<file path="src/rtl/led_pattern_sequencer.sv">
// Autonomous LED pattern animator: rotate/bounce a seed pattern at a prescaled step rate,
// with a one-cycle load handshake that resets the step state.
module led_pattern_sequencer #(
  parameter int                 WIDTH         = 18,
  parameter int                 SLOW_DIV      = 25000000,
  parameter int                 FAST_DIV      = 6250000,
  parameter logic [WIDTH-1:0]   RESET_PATTERN = {{(WIDTH-1){1'b0}}, 1'b1}
) (
  input  logic             clk_clk,
  input  logic             reset_reset,
  input  logic [1:0]       modes_export,
  input  logic             spcont_export,
  input  logic             run,
  input  logic             load_valid,
  input  logic [WIDTH-1:0] load_data,
  output logic             load_ready,
  output logic [WIDTH-1:0] pattern_export,
  output logic             step_pulse,
  output logic             dir,
  output logic [7:0]       step_count
);

  localparam int MAX_DIV = (SLOW_DIV > FAST_DIV) ? SLOW_DIV : FAST_DIV;
  localparam int CNT_W   = $clog2(MAX_DIV);

  typedef enum logic [1:0] {S_IDLE, S_RUN, S_LOAD} state_t;

  state_t           state_q, state_d;
  logic [CNT_W-1:0] cnt_q, cnt_d;
  logic [WIDTH-1:0] pat_q, pat_d;
  logic             dir_q, dir_d;
  logic             pulse_q, pulse_d;
  logic [7:0]       scnt_q, scnt_d;
  logic [CNT_W-1:0] div_m1;
  logic             tick;
  logic             accept;

  assign div_m1     = spcont_export ? CNT_W'(FAST_DIV - 1) : CNT_W'(SLOW_DIV - 1);
  // >= rather than == so a slow->fast switch with cnt already past the fast limit ticks at once.
  assign tick       = (state_q == S_RUN) && (cnt_q >= div_m1);
  assign load_ready = (state_q != S_LOAD);
  assign accept     = load_valid && load_ready;

  always_ff @(posedge clk_clk or posedge reset_reset) begin
    if (reset_reset) begin
      state_q <= S_IDLE;
      cnt_q   <= '0;
      pat_q   <= RESET_PATTERN;
      dir_q   <= 1'b0;
      pulse_q <= 1'b0;
      scnt_q  <= '0;
    end else begin
      state_q <= state_d;
      cnt_q   <= cnt_d;
      pat_q   <= pat_d;
      dir_q   <= dir_d;
      pulse_q <= pulse_d;
      scnt_q  <= scnt_d;
    end
  end

  always_comb begin
    state_d = state_q;
    cnt_d   = '0;
    pat_d   = pat_q;
    dir_d   = dir_q;
    pulse_d = 1'b0;
    scnt_d  = scnt_q;

    unique case (state_q)
      S_IDLE: if (run) state_d = S_RUN;
      S_RUN: begin
        if (!run)       state_d = S_IDLE;
        else if (!tick) cnt_d   = cnt_q + CNT_W'(1);
      end
      S_LOAD:  state_d = run ? S_RUN : S_IDLE;
      default: state_d = S_IDLE;
    endcase

    if (tick && !accept && (modes_export != 2'b00)) begin
      pulse_d = 1'b1;
      scnt_d  = scnt_q + 8'd1;
      unique case (modes_export)
        2'b01: pat_d = {pat_q[WIDTH-2:0], pat_q[WIDTH-1]};
        2'b10: pat_d = {pat_q[0], pat_q[WIDTH-1:1]};
        default: begin
          // Reverse at the end bit; an all-zero pattern never hits either end.
          if (!dir_q && pat_q[WIDTH-1]) begin
            dir_d = 1'b1;
            pat_d = pat_q >> 1;
          end else if (dir_q && pat_q[0]) begin
            dir_d = 1'b0;
            pat_d = pat_q << 1;
          end else begin
            pat_d = dir_q ? (pat_q >> 1) : (pat_q << 1);
          end
        end
      endcase
    end

    if (accept) begin
      state_d = S_LOAD;
      cnt_d   = '0;
      pat_d   = load_data;
      dir_d   = 1'b0;
      scnt_d  = '0;
      pulse_d = 1'b0;
    end
  end

  assign pattern_export = pat_q;
  assign step_pulse     = pulse_q;
  assign dir            = dir_q;
  assign step_count     = scnt_q;

endmodule

</file>
<file path="config.mk">
export PLATFORM = sky130hd
export DESIGN_NAME = led_pattern_sequencer
export DESIGN_NICKNAME = d
export VERILOG_FILES = /design/src/rtl/led_pattern_sequencer.sv
export SDC_FILE = /design/constraint.sdc
export NUM_CORES = 1
export LEC_CHECK = 0
export BUFFER_PORTS_ARGS = -buffer_cell sky130_fd_sc_hd__buf_4
export CORE_ASPECT_RATIO = 0.5
export CORE_MARGIN = 2
export CORE_UTILIZATION = 45
export DETAILED_ROUTE_END_ITERATION = 16
export HOLD_SLACK_MARGIN = 0.02
export PLACE_DENSITY_LB_ADDON = 0.15
export RECOVER_POWER = 50
export REMOVE_ABC_BUFFERS = 1
export SYNTH_ARGS = -nofsm -noshare
export SYNTH_HDL_FRONTEND = slang
export SYNTH_SLANG_ARGS = --single-unit
export TNS_END_PERCENT = 1
</file>
<file path="constraint.sdc">
create_clock -name clk_clk -period 4.6 [get_ports clk_clk]
set_clock_uncertainty 0.2 [all_clocks]
set_input_delay 0.69 -clock clk_clk [delete_from_list [all_inputs] [get_ports clk_clk]]
set_output_delay 0.69 -clock clk_clk [all_outputs]
set_load 0.01 [all_outputs]
</file>
; ---- Word-level counts from Yosys, hierarchy flattened
; Index checks and enable logic that the tools add are counted.
[word_totals]
reg_bits = 55
latchBits = 0
mem_bits_rw = 0
romBits = 0
inputBits = 25
output_inout_bits = 29
elab_cells = 57
memories = 0
[classes]
add_sub_neg = 2
n_mul = 0
div_mod_pow = 0
magnitude_cmp = 1
eq_ne = 8
n_shift = 0
muxes = 25
bitwise_logic = 0
n_reduce_logical = 15
[op_table]
columns = operator, n
row1 = two-way mux 25 bit, 5
row2 = two-way mux 18 bit, 5
row3 = one-hot mux 18 bit (2 select lines), 1
row4 = adder 25 x 1 -> 25 bit (second input constant), 1
row5 = greater-or-equal comparator 25 bit, 1
row6 = two-way mux 8 bit, 2
row7 = adder 8 x 1 -> 8 bit (second input constant), 1
row8 = two-way mux 1 bit, 8
row9 = logical AND 1 bit, 6
row10 = two-way mux 2 bit, 3
row11 = != test 3 bit (second input constant), 2
row12 = one-hot mux 2 bit (3 select lines), 1
row13 = equality test 2 x 1 -> 1 bit (second input constant), 2
row14 = equality test 2 bit (second input constant), 2
row15 = nonzero test 2 bit, 2
row16 = AND reduction 3 bit, 1
row17 = nonzero test 3 bit, 1
row18 = logical NOT 1 bit, 2
row19 = logical NOT 2 bit, 1
row20 = != test 2 x 1 -> 1 bit (second input constant), 1
row21 = != test 2 bit (second input constant), 1
row22 = AND reduction 2 bit, 1
row23 = OR reduction 2 bit, 1

; ---- Logic depth before layout (Yosys ltp)
; Gate-level depths: netlist (run 1).
[depth]
ltp_word = 7
depth_mapped = 10
mapped_depth_nobuf = 9

; ---- Worst setup path before layout (run 1)
; No wires, ideal clock.
[synth_timing]
path_type = in2reg
from = in spcont_export
to = reg scnt_q[2], in the netlist step_count[2]
setup_ns = 0.126
arrival_time_ns = 2.324
required_ns = 4.274
slack_ns = 1.950
stages = 9
path_buffers = 1
path_cell_list = inv_1 > ha_1 > and3_1 > and2_1 > o31ai_1 > a21bo_2 > inv_2 > buf_6 > a221o_1
[synth_between]
elab_chain_cells = 6
[synth_rtl]
columns = item, line_no
row1 = start: declaration, 12  ; input logic spcont_export,
row2 = two-way mux 25 bit, 38  ; assign div_m1 = spcont_export ? CNT_W'(FAST_DIV - 1) : CNT_W'(SLOW_DIV - 1);
row3 = greater-or-equal comparator 25 bit, 40  ; assign tick = (state_q == S_RUN) && (cnt_q >= div_m1);
row4 = logical AND 1 bit, 40
row5 = logical AND 1 bit (2 in series), 80  ; if (tick && !accept && (modes_export != 2'b00)) begin
row6 = nonzero test 2 bit (no line), --
row7 = end signal: assignment, 58  ; scnt_q <= scnt_d;
row8 = end: declaration, 33  ; logic [7:0] scnt_q, scnt_d;
; Every way passes these cells.
; A chain may end at the register's enable or synchronous reset.

; ---- Final worst setup path (run 1)
[layout_timing]
from = in spcont_export
to = reg scnt_q[6], in the netlist step_count[6]
; The elaborated chain is that of the path after synthesis.

==> results of run 1 <==
-- layout by cell type (no fill, tap or decap), drive strengths merged, types with 2 or more instances in the layout --
cell type / instances
o31ai: 3
a211oi: 2
nand2: 33
and3: 8
or3: 2
a21o: 2
xnor2: 9
nor3: 7
a211o: 17
or2: 2
nor4: 2
clkinv: 4
and2: 2
inv: 9
nor2: 50
xor2: 14
and4: 3
a21oi: 5
clkbuf: 19
a22o: 2
ha: 13
mux2i: 14
dfrtp: 54
nor3b: 3
nand4: 8
buf: 43
o21ai: 11
nor2b: 2
and3b: 2
nand3: 14
a31oi: 16
nand4b: 2
a22oi: 3
a221oi: 14
-- layout make-up --
| type | instances | share of cell area, % |
|---|---|---|
| flip-flops and latches | 55 | 35.4 |
| clock inverters | 3 | 1.12 |
| inverters | 11 | 1.06 |
| multi-input cells | 274 | 46.4 |
| repair buffers | 57 | 9.73 |
| well taps | 96 | 3.08 |
| clock buffers | 5 | 3.21 |
-- worst max-delay path: cells and delay by family --
family	cells	cell delay (ps)
AND/OR/NAND/NOR	3	570
buffers and inverters	4	770
AO/OA/AOI/OAI	3	810
adder cells (fa/ha/maj)	1	330
-- cell families after synthesis --
family,Yosys count,share of synthesized area (%)
simple gates,142,20.7
buf+inv,33,4.50
fa+ha+maj,13,4.88
compound gates,82,18.4
mux,14,4.20
xor+xnor,23,6.04
flops,55,41.3
-- layer usage --
| metal | global-route usage [%] | vias to the layer above | share of wire [%] |
|---|---|---|---|
| li1 | - | 1411 | - |
| met1 | 24.9 | 1410 | 48 |
| met2 | 33.9 | 52 | 48 |
| met3 | 4.46 | 7 | 3.2 |
| met4 | 5.49 | 0 | 0.69 |
| met5 | 0 | - | 0 |
-- through the flow --
| step | hold slack, ps | cell area (sq um) | power, mW | instances | util [%] |
|---|---|---|---|---|---|
| floorplan | 281 | 3230 | 0.670 | 340 | - |
| global placement | 308 | 3770 | 0.757 | 493 | 51.9 |
| detailed placement | 321 | 3770 | 0.765 | 493 | 51.9 |
| CTS | 333 | 3940 | 1.20 | 501 | 54.3 |
| global route | 351 | 3890 | 1.25 | 501 | 53.6 |
| finish | 336 | 3890 | 1.18 | 501 | 53.6 |
-- flip-flops by register name, indices dropped and copies added, names as in the netlist --
name	cells
step_pulse	1
dir	1
pattern_export	18
cnt_q	25
step_count	8
state_q	2
-- worst min-delay path by stage --
stage / depth (start not counted) / startpoint / end
5_1_grt: 1 / cnt_q[0]$_DFF_PP0_ / cnt_q[0]$_DFF_PP0_
3_5_place_dp: 1 / cnt_q[0]$_DFF_PP0_ / cnt_q[0]$_DFF_PP0_
4_1_cts: 1 / cnt_q[0]$_DFF_PP0_ / cnt_q[0]$_DFF_PP0_
6_report: 1 / cnt_q[0]$_DFF_PP0_ / cnt_q[0]$_DFF_PP0_
3_3_place_gp: 1 / cnt_q[0]$_DFF_PP0_ / cnt_q[0]$_DFF_PP0_
2_1_floorplan: 1 / cnt_q[0]$_DFF_PP0_ / cnt_q[0]$_DFF_PP0_
-- power breakdown --
group	switching (mW)	internal, mW	total (mW)
clock	0.177	0.257	0.434
sequential	0.0456	0.509	0.555
combinational	0.105	0.0903	0.195
total	0.327	0.856	1.18
-- Yosys cell counts (3+ instances only) --
| cell type | n | area share [%] |
|---|---|---|
| o31ai_1 | 3 | 0.68 |
| nor2_1 | 49 | 5.5 |
| inv_1 | 8 | 0.90 |
| a31oi_1 | 16 | 3.0 |
| nand2_1 | 33 | 3.7 |
| nand4_1 | 8 | 1.5 |
| a21oi_1 | 5 | 0.75 |
| and4_1 | 3 | 0.79 |
| dfrtp_1 | 54 | 41 |
| nor3b_1 | 3 | 0.68 |
| and3_1 | 8 | 1.5 |
| nand3_1 | 14 | 2.1 |
| o21ai_0 | 10 | 1.5 |
| xnor2_1 | 9 | 2.4 |
| ha_1 | 13 | 4.9 |
| mux2i_1 | 14 | 4.2 |
| clkbuf_1 | 15 | 1.7 |
| a221oi_1 | 14 | 3.7 |
| a211o_1 | 17 | 4.5 |
| a22oi_1 | 3 | 0.68 |
| xor2_1 | 14 | 3.7 |
| nor3_1 | 5 | 0.75 |
==> summary.txt, run 1 <==
Place
  – Setup WS pre-CTS: 1080 ps
  – Routability cong.: 0.796
  – Post-detail-place hpwl: 5.16 mm
  – IO buf count: 53

Worst setup path
  – CP Cell Sequence: buf_4 -> inv_1 -> ha_1 -> and3_1 -> and2_1 -> o31ai_1 -> a21bo_2 -> buf_4 -> inv_2 -> and3_1 -> a211o_1
  – Critical Path Max Stage Delay: 360 ps
  – Worst r2r path cells: 9
  – Worst EP required: 4580 ps
  – Launch point of the worst path: spcont_export
  – Setup CP Type: in2reg
  – CP startpoint kind: input pin
  – Worst reg2reg startpoint: cnt_q[10]$_DFF_PP0_
  – Reg2reg end: step_count[6]$_DFFE_PP0P_
  – Worst setup EP type: flop
  – Crit path DAT: 3210 ps
  – CP max stage cell: buf_4
  – R2R setup slack: 1540 ps
  – Max FO, Critical Path: 37
  – Crit path to: step_count[6]$_DFFE_PP0P_

Logic synthesis
  – Distinct cells, synth: 51
  – Synthesis warning total: 0
  – Synth Register Bits: 55
  – Top_reg_cell synth: dfrtp_1
  – Asr flop ratio synth: 100%
  – Synth Area per Inst: 9.21 sq um
  – Mapped Area: 3340 sq um
  – Mapped Cells: 362
  – Register area share after synthesis: 41.3%
  – Number of synthesized flops with an enable pin: 0

STA
  – FMAX: 309 MHz
  – Fin. max-slew vios: 0
  – Final hold viol count: 0
  – Final setup TNS: 0 ps
  – RSZ-0062 raised after global routing: false
  – Least-Margin Pin Slew: 1020 ps
  – Slew margin rel.: 32.1%
  – Final setup margin: 1370 ps
  – Final setup vio count: 0
  – Fin crit share: 70.3%
  – Post-layout min period: 3230 ps

Hold path
  – Hold/Removal Path Class: reg2reg

CTS
  – Longest Clk Path Bufs: 2
  – H-tree lvl count: 2
  – CTS resizes: 0
  – Num CTS Buffers: 5
  – # hold bufs at CTS: 0
  – Clock Pin Slew Worst Setup and Hold Paths: 70 ps
  – CTS tree: built
  – Post CTS Setup Buffer Count: 0
  – Worst skew pair latency: 290 ps
  – Clock root cell: clkbuf_16
  – Clk sinks: 55

Final layout
  – Number of diodes: 0
  – Synthesis-to-finish area growth: 16.8%
  – # fillers: 692
  – Final net count: 442
  – Share of layout cells above drive strength 1: 15.3%
  – Flip-flop and latch area: 1380 sq um
  – Multi-input gate area: 1810 sq um

Drt
  – Drt total wl: 7.65 mm
  – DR pass1 iterations: 4
  – Routed Antenna Nets: 0
  – Drc violations: 0
  – Via-to-Cell Ratio: 5.75
  – Vias: 2880
  – WL/cell: 15.3 um
  – Starting DRT DRC Count: 177

Power
  – Lkg Pwr: 1.79 nW
  – Maximum VDD drop: 0.173 mV
  – Power Density: 304 nW/um^2

Floorplanning
  – Ports: 54
  – Die Width: 126 um
  – Die area: 8160 sq um
  – Core ar.: 7270 sq um
  – Initial Util: 45.9%
  – Rows: 22
  – Die H: 64.9 um

Global routing
  – GRT Overall Usage: 19.5%
  – Grt ovf: 0
  – Initial antenna violation count: 0
  – Vias in the first global route: 2852
  – First-pass GRT wire length: 13.1 mm
  – Largest net degree at the start of global routing: 56

Run status
  – Outcome: finished, final reports clean

Flow run
  – Max-Cap Viols: 0
(Power assumes the default switching activity.)
==> inputs of run 2 (changes only) <==
- clock period: 4.6 -> 2.6 ns (I/O delays scaled with it)
==> run 2 against run 1 <==
Against the previous run: clock power rose by 61%; non-clock buffer count rose by 16; worst hold slack got worse by 250 ps; setup slack got worse by 1200 ps; global-route usage rose by 1.4 points; combinational power rose by 70%; largest cell class unchanged.
==> summary.txt, run 2 (synthesized netlist as in run 1, its figures left out) <==
Run status
  – Outcome: finished, final reports clean

Worst setup path
  – R2R setup slack: 130 ps (-1410 ps)
  – Critical Path Stages: 8 (-3)
  – Crit path to: pattern_export[10]$_DFFE_PP0P_
  – Crit-path leading delay family: compound AO/OA/AOI/OAI gates
  – CP startpoint kind: flop
  – Reg2reg end: pattern_export[10]$_DFFE_PP0P_
  – Worst reg2reg startpoint: cnt_q[17]$_DFF_PP0_
  – Crit path DAT: 2480 ps (-730 ps)
  – Max FO, Critical Path: 32 (-14%)
  – Worst r2r path cells: 8 (-1)
  – Crit path buf inv count: 1 (-3)
  – CP Cell Sequence: ha_1 -> nand4b_1 -> nor4_4 -> o31ai_4 -> a21bo_2 -> buf_12 -> a211o_1 -> a31oi_1
  – Launch point of the worst path: cnt_q[17]$_DFF_PP0_
  – Critical Path Max Stage Delay: 420 ps (+60 ps)
  – Worst EP required: 2610 ps (-1970 ps)
  – Worst setup EP type: flop
  – Setup CP Type: reg2reg
  – CP max stage cell: dfrtp_1

Global routing
  – GRT Overall Usage: 21.0% (+1.4 points)
  – Initial antenna violation count: 0 (unchanged)
  – Met2 Resource Use GR: 35.5% (+1.7 points)
  – GRT met1 Usage: 27.0% (+2.2 points)
  – Routing usage on met3: 4.95% (+0.50 points)
  – Largest net degree at the start of global routing: 34 (-39%)
  – Vias in the first global route: 2987 (+4.7%)
  – First-pass GRT wire length: 13.9 mm (+6.3%)
  – Grt ovf: 0 (unchanged)
  – Gr busiest metal: met2

Final layout
  – Commonest cells after routing, fill and taps aside: dfrtp_1 (54), nor2_1 (49), buf_4 (41), nand2_1 (33), clkbuf_1 (28)
  – Post-Route Utilization: 54.9% (+1.3 points)
  – Share of layout cells above drive strength 1: 15.4% (+0.13 points)
  – Largest register FFs: 25 (unchanged)
  – Synthesis-to-finish area growth: 19.6%
  – Number of diodes: 0 (unchanged)
  – Most common cell after layout, fill and taps aside: dfrtp_1
  – Biggest register: cnt_q
  – Final net count: 458 (+3.6%)
  – Finished Cell Area: 3990 sq um (+2.4%)

CTS
  – Post CTS Setup Buffer Count: 0 (unchanged)
  – CTS tree: built
  – Worst skew pair latency: 300 ps (about the same)
  – Clock root cell: clkbuf_16
  – Clk sinks: 55 (unchanged)
  – Longest Clk Path Bufs: 2 (unchanged)
  – Num CTS Buffers: 5 (unchanged)
  – Clock Pin Slew Worst Setup and Hold Paths: 80 ps (about the same)
  – H-tree lvl count: 2 (unchanged)

Power
  – Maximum VDD drop: 0.271 mV (+56%)
  – Power Density: 503 nW/um^2 (+65%)
  – Power, Total: 2.00 mW (+69%)
  – Lkg Pwr: 1.83 nW (+1.9%)

Hold path
  – Worst hold stages: 3 (+2)
  – Hold/Removal Path Class: in2reg

Drt
  – Drc violations: 0 (unchanged)
  – Via-to-Cell Ratio: 5.75 (about the same)
  – WL/cell: 15.5 um (+1.6%)
  – DR pass1 iterations: 4 (unchanged)
  – Drt total wl: 8.03 mm (+4.9%)
  – Vias: 2973 (+3.2%)
  – Routed Antenna Nets: 0 (unchanged)
  – Starting DRT DRC Count: 178 (+0.56%)

STA
  – Slew margin rel.: 26.7% (-5.4 points)
  – FMAX: 405 MHz
  – Final setup TNS: 0 ps (unchanged)
  – Final hold viol count: 0 (unchanged)
  – Fin crit share: 95.0%
  – Least-Margin Pin Slew: 1100 ps (+80.7 ps)
  – Fin. max-slew vios: 0 (unchanged)
  – Final setup vio count: 0 (unchanged)
  – Post-layout min period: 2470 ps
  – Final setup margin: 129 ps (-1240 ps)

Floorplanning
  – Die area: 8160 sq um (unchanged)
  – Die H: 64.9 um (unchanged)
  – Initial Util: 45.9% (unchanged)
  – Ports: 54 (unchanged)
  – Rows: 22 (unchanged)
  – Die Width: 126 um (unchanged)
  – Core ar.: 7270 sq um (unchanged)

Place
  – IO buf count: 53 (unchanged)
  – Routability cong.: 0.829 (+4.1%)
  – Post-detail-place hpwl: 5.54 mm (+7.4%)
  – Placed cell area: 3910 sq um (+3.6%)
  – Setup WS pre-CTS: -201 ps (-1290 ps)

Flow run
  – Max-Cap Viols: 0 (unchanged)
[run 2: cell types whose count changed in the layout (fill, tap and decap cells not counted), sizes merged]
cell and change:
inv +1, dlygate4sd3 +1, buf -1, bufinv -1, clkbuf +16
[run 2: routing by layer]
| metal | part of all wire, % | up-vias |
|---|---|---|
| li1 | - | 1442 |
| met1 | 46 | 1476 |
| met4 | 0.78 | 0 |
| met5 | 0 | - |
| met3 | 3.7 | 7 |
| met2 | 50 | 48 |
[run 2: layout make-up]
type / count / area [sq um]
fillers: 701 / 3280
inverters: 11 / 43.8
clock buffers: 5 / 125
repair buffers: 73 / 458
flip-flops and latches: 55 / 1380
well taps: 96 / 120
multi-input cells: 274 / 1840
clock inverters: 3 / 22.5
[run 2: worst reg2reg max path: stages, from the launching register on]
cell	delay [ps]
dfrtp_1	420
ha_1	320
nand4b_1	150
nor4_4	290
o31ai_4	130
a21bo_2	280
buf_12	170
a211o_1	240
a31oi_1	180
[run 2: repair_timing]
action | 4_1_cts | 5_1_grt
setup endpoints to repair | 0 | 21
hold buffers | 1 | 0
endpoints found under the hold margin | 28 | 0
gates resized for setup | 0 | 6
[run 2: worst min path at each step]
stage / endpoint / startpoint / slack, ps
floorplan: cnt_q[0]$_DFF_PP0_ / cnt_q[0]$_DFF_PP0_ / 280
global placement: state_q[0]$_DFFE_PP0P_ / reset_reset / 310
detailed placement: state_q[0]$_DFFE_PP0P_ / reset_reset / 330
CTS: pattern_export[1]$_DFFE_PP0P_ / load_data[1] / 90
global route: pattern_export[0]$_DFFE_PP1P_ / load_data[0] / 100
finish: pattern_export[1]$_DFFE_PP0P_ / load_data[1] / 90
[run 2: power breakdown]
part / leakage [nW] / internal [mW] / switching [mW]
logic: 1.04 / 0.143 / 0.188
clock network: 0.0742 / 0.362 / 0.335
registers: 0.715 / 0.900 / 0.0767
total: 1.83 / 1.40 / 0.600
[run 2: metrics by stage]
step,instances,hold slack (ps)
after detailed placement,508,331
after CTS,517,88.1
after floorplan,340,281
after global routing,517,98.6
final,517,88.1
after global placement,508,308
